==> src/rtl/rtc_sweep_sched_if.sv <==
// RTC register bus between the sweep scheduler (master) and the RTC interface (slave).
// One request at a time; the slave answers with a single-cycle ack.
interface rtc_sweep_sched_if;
  logic       req;
  logic       we;
  logic [7:0] addr;
  logic [7:0] wdata;
  logic [7:0] rdata;
  logic       ack;

  modport master (
    output req,
    output we,
    output addr,
    output wdata,
    input  rdata,
    input  ack
  );

  modport slave (
    input  req,
    input  we,
    input  addr,
    input  wdata,
    output rdata,
    output ack
  );
endinterface

==> src/rtl/rtc_sweep_sched.sv <==
// Per-frame sweep of nine RTC time/date/chronometer registers into shadows, committed
// to the display outputs in one cycle; config writes are slotted in between reads.
module rtc_sweep_sched #(
  parameter int unsigned TIMEOUT = 255
) (
  input  logic               CLK,
  input  logic               RESET_N,
  input  logic               frame_tick,
  input  logic               wr_req,
  input  logic [7:0]         wr_addr,
  input  logic [7:0]         wr_data,
  output logic               wr_ack,
  rtc_sweep_sched_if.master  bus,
  output logic [7:0]         data_out_hour_sec,
  output logic [7:0]         data_out_hour_min,
  output logic [7:0]         data_out_hour_h,
  output logic [7:0]         data_out_date_d,
  output logic [7:0]         data_out_date_m,
  output logic [7:0]         data_out_date_y,
  output logic [7:0]         data_out_cron_sec,
  output logic [7:0]         data_out_cron_min,
  output logic [7:0]         data_out_cron_h,
  output logic               busy,
  output logic               sweep_done,
  output logic               err
);

  localparam logic [7:0] ADDR_HOUR_SEC = 8'h21;
  localparam logic [7:0] ADDR_HOUR_MIN = 8'h22;
  localparam logic [7:0] ADDR_HOUR_H   = 8'h23;
  localparam logic [7:0] ADDR_DATE_D   = 8'h24;
  localparam logic [7:0] ADDR_DATE_M   = 8'h25;
  localparam logic [7:0] ADDR_DATE_Y   = 8'h26;
  localparam logic [7:0] ADDR_CRON_SEC = 8'h41;
  localparam logic [7:0] ADDR_CRON_MIN = 8'h42;
  localparam logic [7:0] ADDR_CRON_H   = 8'h43;

  localparam logic [3:0] LastIdx  = 4'd8;
  // Last wait count at which an ack is still accepted; bus_req is held TIMEOUT cycles.
  localparam logic [7:0] WaitLast = 8'(TIMEOUT - 1);

  typedef enum logic [2:0] {
    StIdle,
    StRdReq,
    StNext,
    StCommit,
    StWrReq,
    StWrDone
  } state_e;

  state_e     state_q, state_d;
  logic [3:0] idx_q, idx_d;
  logic [7:0] wait_q, wait_d;
  logic       pend_q, pend_d;
  logic       resume_q, resume_d;
  logic       timeout;
  logic       advance;

  logic       bus_req_q;
  logic       bus_we_q;
  logic [7:0] bus_addr_q;
  logic [7:0] bus_wdata_q;
  logic       sweep_done_q;
  logic       err_q;
  logic [7:0] shadow_q [9];
  logic [7:0] data_q   [9];

  function automatic logic [7:0] sweep_addr(input logic [3:0] idx);
    case (idx)
      4'd0:    sweep_addr = ADDR_HOUR_SEC;
      4'd1:    sweep_addr = ADDR_HOUR_MIN;
      4'd2:    sweep_addr = ADDR_HOUR_H;
      4'd3:    sweep_addr = ADDR_DATE_D;
      4'd4:    sweep_addr = ADDR_DATE_M;
      4'd5:    sweep_addr = ADDR_DATE_Y;
      4'd6:    sweep_addr = ADDR_CRON_SEC;
      4'd7:    sweep_addr = ADDR_CRON_MIN;
      default: sweep_addr = ADDR_CRON_H;
    endcase
  endfunction

  always_comb begin
    state_d  = state_q;
    idx_d    = idx_q;
    wait_d   = wait_q;
    pend_d   = pend_q;
    resume_d = resume_q;
    timeout  = 1'b0;
    advance  = 1'b0;

    // A tick that cannot start a sweep right now is remembered once.
    if (frame_tick && ((state_q != StIdle) || wr_req)) begin
      pend_d = 1'b1;
    end

    unique case (state_q)
      StIdle: begin
        if (wr_req) begin
          state_d  = StWrReq;
          wait_d   = 8'd0;
          resume_d = 1'b0;
        end else if (frame_tick || pend_q) begin
          pend_d  = 1'b0;
          idx_d   = 4'd0;
          wait_d  = 8'd0;
          state_d = StRdReq;
        end
      end
      StRdReq: begin
        if (bus.ack) begin
          state_d = StNext;
        end else if (wait_q == WaitLast) begin
          timeout = 1'b1;
          state_d = StIdle;
        end else begin
          wait_d = wait_q + 8'd1;
        end
      end
      StNext: begin
        if (wr_req) begin
          state_d  = StWrReq;
          wait_d   = 8'd0;
          resume_d = 1'b1;
        end else begin
          advance = 1'b1;
        end
      end
      StCommit: begin
        state_d = StIdle;
      end
      StWrReq: begin
        if (bus.ack) begin
          state_d = StWrDone;
        end else if (wait_q == WaitLast) begin
          timeout = 1'b1;
          state_d = StWrDone;
        end else begin
          wait_d = wait_q + 8'd1;
        end
      end
      StWrDone: begin
        if (resume_q) begin
          advance = 1'b1;
        end else begin
          state_d = StIdle;
        end
      end
      default: begin
        state_d = StIdle;
      end
    endcase

    // Step the sweep: either move to the next register or commit after the ninth.
    if (advance) begin
      resume_d = 1'b0;
      if (idx_q == LastIdx) begin
        state_d = StCommit;
      end else begin
        idx_d   = idx_q + 4'd1;
        wait_d  = 8'd0;
        state_d = StRdReq;
      end
    end
  end

  always_ff @(posedge CLK) begin
    if (!RESET_N) begin
      state_q      <= StIdle;
      idx_q        <= 4'd0;
      wait_q       <= 8'd0;
      pend_q       <= 1'b0;
      resume_q     <= 1'b0;
      bus_req_q    <= 1'b0;
      bus_we_q     <= 1'b0;
      bus_addr_q   <= 8'h00;
      bus_wdata_q  <= 8'h00;
      sweep_done_q <= 1'b0;
      err_q        <= 1'b0;
      for (int i = 0; i < 9; i++) begin
        shadow_q[i] <= 8'h00;
        data_q[i]   <= 8'h00;
      end
    end else begin
      state_q  <= state_d;
      idx_q    <= idx_d;
      wait_q   <= wait_d;
      pend_q   <= pend_d;
      resume_q <= resume_d;

      // Bus fields come from the next state so they are clean registers, zero when idle.
      bus_req_q   <= (state_d == StRdReq) || (state_d == StWrReq);
      bus_we_q    <= (state_d == StWrReq);
      bus_addr_q  <= (state_d == StRdReq) ? sweep_addr(idx_d) :
                     (state_d == StWrReq) ? wr_addr : 8'h00;
      bus_wdata_q <= (state_d == StWrReq) ? wr_data : 8'h00;

      if ((state_q == StRdReq) && bus.ack) begin
        shadow_q[idx_q] <= bus.rdata;
      end

      sweep_done_q <= (state_q == StCommit);
      if (state_q == StCommit) begin
        for (int i = 0; i < 9; i++) begin
          data_q[i] <= shadow_q[i];
        end
        err_q <= 1'b0;
      end else if (timeout) begin
        err_q <= 1'b1;
      end
    end
  end

  assign bus.req   = bus_req_q;
  assign bus.we    = bus_we_q;
  assign bus.addr  = bus_addr_q;
  assign bus.wdata = bus_wdata_q;

  assign wr_ack     = (state_q == StWrDone);
  assign busy       = (state_q != StIdle);
  assign sweep_done = sweep_done_q;
  assign err        = err_q;

  assign data_out_hour_sec = data_q[0];
  assign data_out_hour_min = data_q[1];
  assign data_out_hour_h   = data_q[2];
  assign data_out_date_d   = data_q[3];
  assign data_out_date_m   = data_q[4];
  assign data_out_date_y   = data_q[5];
  assign data_out_cron_sec = data_q[6];
  assign data_out_cron_min = data_q[7];
  assign data_out_cron_h   = data_q[8];

endmodule

==> src/flat_wrapper.sv <==
// flat-port wrapper written by rule: the top's interface ports become plain ports
module rtc_sweep_sched_flat 
#(
  parameter int unsigned TIMEOUT = 255
)
  (CLK, RESET_N, frame_tick, wr_req, wr_addr, wr_data, wr_ack, data_out_hour_sec, data_out_hour_min, data_out_hour_h, data_out_date_d, data_out_date_m, data_out_date_y, data_out_cron_sec, data_out_cron_min, data_out_cron_h, busy, sweep_done, err, bus_req, bus_we, bus_addr, bus_wdata, bus_rdata, bus_ack);
  rtc_sweep_sched_if bus_i ();
  input  logic CLK;
  input  logic RESET_N;
  input  logic frame_tick;
  input  logic wr_req;
  input  logic [7:0] wr_addr;
  input  logic [7:0] wr_data;
  output logic wr_ack;
  output logic [7:0] data_out_hour_sec;
  output logic [7:0] data_out_hour_min;
  output logic [7:0] data_out_hour_h;
  output logic [7:0] data_out_date_d;
  output logic [7:0] data_out_date_m;
  output logic [7:0] data_out_date_y;
  output logic [7:0] data_out_cron_sec;
  output logic [7:0] data_out_cron_min;
  output logic [7:0] data_out_cron_h;
  output logic busy;
  output logic sweep_done;
  output logic err;
  output wire logic [$bits(bus_i.req)-1:0] bus_req;
  output wire logic [$bits(bus_i.we)-1:0] bus_we;
  output wire logic [$bits(bus_i.addr)-1:0] bus_addr;
  output wire logic [$bits(bus_i.wdata)-1:0] bus_wdata;
  input wire logic [$bits(bus_i.rdata)-1:0] bus_rdata;
  input wire logic [$bits(bus_i.ack)-1:0] bus_ack;
  assign bus_req = bus_i.req;
  assign bus_we = bus_i.we;
  assign bus_addr = bus_i.addr;
  assign bus_wdata = bus_i.wdata;
  assign bus_i.rdata = bus_rdata;
  assign bus_i.ack = bus_ack;
  rtc_sweep_sched #(.TIMEOUT(TIMEOUT)) u_core (.CLK(CLK), .RESET_N(RESET_N), .frame_tick(frame_tick), .wr_req(wr_req), .wr_addr(wr_addr), .wr_data(wr_data), .wr_ack(wr_ack), .bus(bus_i), .data_out_hour_sec(data_out_hour_sec), .data_out_hour_min(data_out_hour_min), .data_out_hour_h(data_out_hour_h), .data_out_date_d(data_out_date_d), .data_out_date_m(data_out_date_m), .data_out_date_y(data_out_date_y), .data_out_cron_sec(data_out_cron_sec), .data_out_cron_min(data_out_cron_min), .data_out_cron_h(data_out_cron_h), .busy(busy), .sweep_done(sweep_done), .err(err));
endmodule
==> config.mk <==
export PLATFORM = sky130hd
export DESIGN_NAME = rtc_sweep_sched_flat
export DESIGN_NICKNAME = d
export VERILOG_FILES = /design/src/rtl/rtc_sweep_sched_if.sv /design/src/rtl/rtc_sweep_sched.sv /design/src/flat_wrapper.sv
export SDC_FILE = /design/constraint.sdc
export NUM_CORES = 1
export LEC_CHECK = 0
export ABC_CLOCK_PERIOD_IN_PS = 6100
export CORE_ASPECT_RATIO = 2
export CORE_MARGIN = 3
export CORE_UTILIZATION = 59
export CTS_BUF_LIST = sky130_fd_sc_hd__clkbuf_8
export CTS_CLUSTER_SIZE = 28
export DETAILED_ROUTE_END_ITERATION = 8
export PLACE_DENSITY_LB_ADDON = 0.12
export RECOVER_POWER = 100
export SYNTH_ARGS = -nofsm -noshare
export SYNTH_HDL_FRONTEND = slang
export SYNTH_SLANG_ARGS = --single-unit
==> constraint.sdc <==
create_clock -name CLK -period 6.1 [get_ports CLK]
set_input_delay 1.22 -clock CLK [delete_from_list [all_inputs] [get_ports CLK]]
set_output_delay 1.22 -clock CLK [all_outputs]
set_load 0.01 [all_outputs]
==> impl_metrics.tcl <==
set metrics [dict create \
    status "finished with violations" \
    violations "max-capacitance violations, max-slew violations" \
    finalMaxSlewViolations 150 \
    p_leak_nw 3.53 \
    ys_seq_area_share_pct 71.0 \
    post_cts_buffers 0 \
    htree_levels 4 \
    grt.total_usage_pct 20.3 \
    syn_area_per_cell_sq_um 13.9 \
    ys_types 51 \
    fin_ws_ns 1.72 \
    yosysWarnings 0 \
    final_cell_mix "edfxtp_1, dlygate4sd3_1, and2_0, and3_1, dfxtp_1" \
    fin_area_sq_um 8750 \
    syn_to_final_growth_pct 22.6 \
    dpl.hpwl_um 9540 \
    synth_top_area_share_pct 60.6 \
    pre_cts_slack_ns 2.31 \
    crit_fanout 47 \
    multi_input_area_sq_um 1880 \
    postCtsResizedCells 0 \
    final_common_cell "edfxtp_1" \
    final_cells 789 \
    cts_tree "yes" \
    syn_area_sq_um 7130 \
    tns_ns 0 \
    firstDrtPassIters 5 \
    synth_nets 550 \
    crit_type "primary input to flip-flop" \
    power.total_w 0.00228 \
    regArea_sq_um 5060 \
    timing.final.crit_share_pct 71.8 \
    start_util_pct 60.6 \
    rsz0062_at_grt "no" \
    worstPathArrival_ns 4.43 \
    busiest_layer "met2" \
    grt_pass1_wl_um 21100 \
    ctsHoldBuffers 0 \
    ys_ff_latch 181 \
    cts_made_buffers 17 \
    hold_viol_final 0 \
    syn-instance-count 514 \
    grt_pass1_vias 4298 \
    timing.final.crit_period_ns 4.38 \
    nets 667 \
    core_sq_um 11800 \
    drt-wirelength-per-cell_um 16.6 \
    cts_max_path_buffers 2 \
    ir_drop_mv 0.184 \
    fmax_mhz 228 \
    slew_headroom_pct -46.6 \
    drtIter0Drc 362 \
    end_kind "flip-flop" \
    synthArstFlopShare_pct 0 \
    drive_gt1_share_pct 5.59 \
    finalSetupViolCount 0 \
    via_per_inst 5.45 \
    startpoint_type "primary input" \
    num_antenna_cells 0 \
    drt.antenna.violating_nets 0 \
    cts.sinks 181 \
    root_buffer "clkbuf_8" \
    antenna_found_initial 0 \
    clk_pin_slew_ns 0.09 \
    hold_path.class "flip-flop to flip-flop" \
    num_vias 4298 \
    clk_latency_ns 0.44 \
    use_met1_pct 19.7 \
    drc 0 \
    io_buffers 122 \
    grt_max_degree 74 \
    power_per_cell_area_nw_per_um2 261 \
    wirelength_um 13100 \
    synth_ff_type "edfxtp_1" \
    synth_edf_count 144 \
    n_fill_cell 766 \
    fp.dieW_um 83.8 \
    grt.met3_usage_pct 4.19 \
    synth_area_leaders "edfxtp_1, dfxtp_1, and2_1, and3_1, ha_1" \
    met2_usage_pct 38.5 \
    die-area_sq_um 13500 \
    die_h_um 162 \
    num_rows 56 \
    place_congestion 0.839 \
    tightest_slew_ns 2.20 \
    worstPathRequired_ns 6.15 \
    skew_ns 0.0118 \
    dpl_cell_area_sq_um 8450 \
    overflow 0 \
    max-cap-violations 3 \
    synth_top_area_cell "edfxtp_1" \
    post-place-cells 757 \
    io_pins 123 \
]
-- synthesized netlist by cell type (2+ instances only) --
cell / n
dfxtp_1: 37
nand4_1: 2
o211ai_1: 3
nor3b_1: 3
nand3_1: 5
and3_1: 62
o21ai_0: 11
nor2_1: 14
nand2b_1: 6
a21oi_1: 16
nor2b_1: 3
clkbuf_1: 23
inv_1: 9
nand2_1: 18
edfxtp_1: 144
mux2i_1: 2
ha_1: 7
nor3_1: 5
o21a_1: 3
a22o_1: 3
and2_1: 101
buf_4: 3
a21o_1: 6
-- worst max-delay path, stage by stage --
cell and delay (ns):
dlygate4sd3_1 0.72, nand2_1 1.38, clkbuf_1 1.10
-- cell type report --
cell class	instances	share of cell area (%)
well taps	145	2.07
flip-flops and latches	181	57.9
clock inverters	14	1.20
inverters	9	0.386
repair buffers	125	14.1
multi-input cells	297	21.5
clock buffers	18	2.83
-- cells by family after synthesis --
kind of cell | count (synthesis) | share of synthesized area [%]
compound gates | 54 | 5.24
xor+xnor | 2 | 0.246
fa+ha+maj | 7 | 1.23
buf+inv | 36 | 2.07
flops | 181 | 71.0
mux | 3 | 0.439
simple gates | 231 | 19.8
-- path summary, 6_finish.rpt --
path                      from                    to  slack (ns)  depth (start not counted)
min                 u_core.err            u_core.err        0.46                          2
max reg2reg  u_core.state_q[1]  u_core.data_q[0][26]        2.38                          4
max                    RESET_N  u_core.data_q[0][26]        1.72                          3
min reg2reg         u_core.err            u_core.err        0.46                          2
-- metrics by stage --
stage	util, %	hold WS, ns
4_1_cts	74.8	0.470
2_1_floorplan	-	0.470
3_5_place_dp	71.8	0.451
3_3_place_gp	71.8	0.454
5_1_grt	74.3	0.514
6_report	74.3	0.461
-- report_power, final --
group | internal [W] | switching [W]
Clock | 0.000295 | 0.000412
Sequential | 0.00138 | 0.0000199
Combinational | 0.0000784 | 0.000100
Total | 0.00175 | 0.000532
-- sequential cells by signal, indices dropped and copies added, names as in the netlist --
name,count
u_core.err,1
u_core.data_q,72
u_core.shadow_q,72
u_core.bus.wdata,8
u_core.state_q,3
u_core.sweep_done,1
u_core.bus.we,1
u_core.bus.req,1
u_core.idx_q,4
u_core.resume_q,1
u_core.pend_q,1
u_core.wait_q,8
u_core.bus.addr,8
-- per-layer routing --
metal	vias up	wire length (um)	share of wire (%)
met5	-	0	0
met4	0	537	4.1
met3	39	651	5.0
met2	155	7550	58
met1	2023	4370	33
li1	2081	-	-
(Power assumes the default switching activity.)
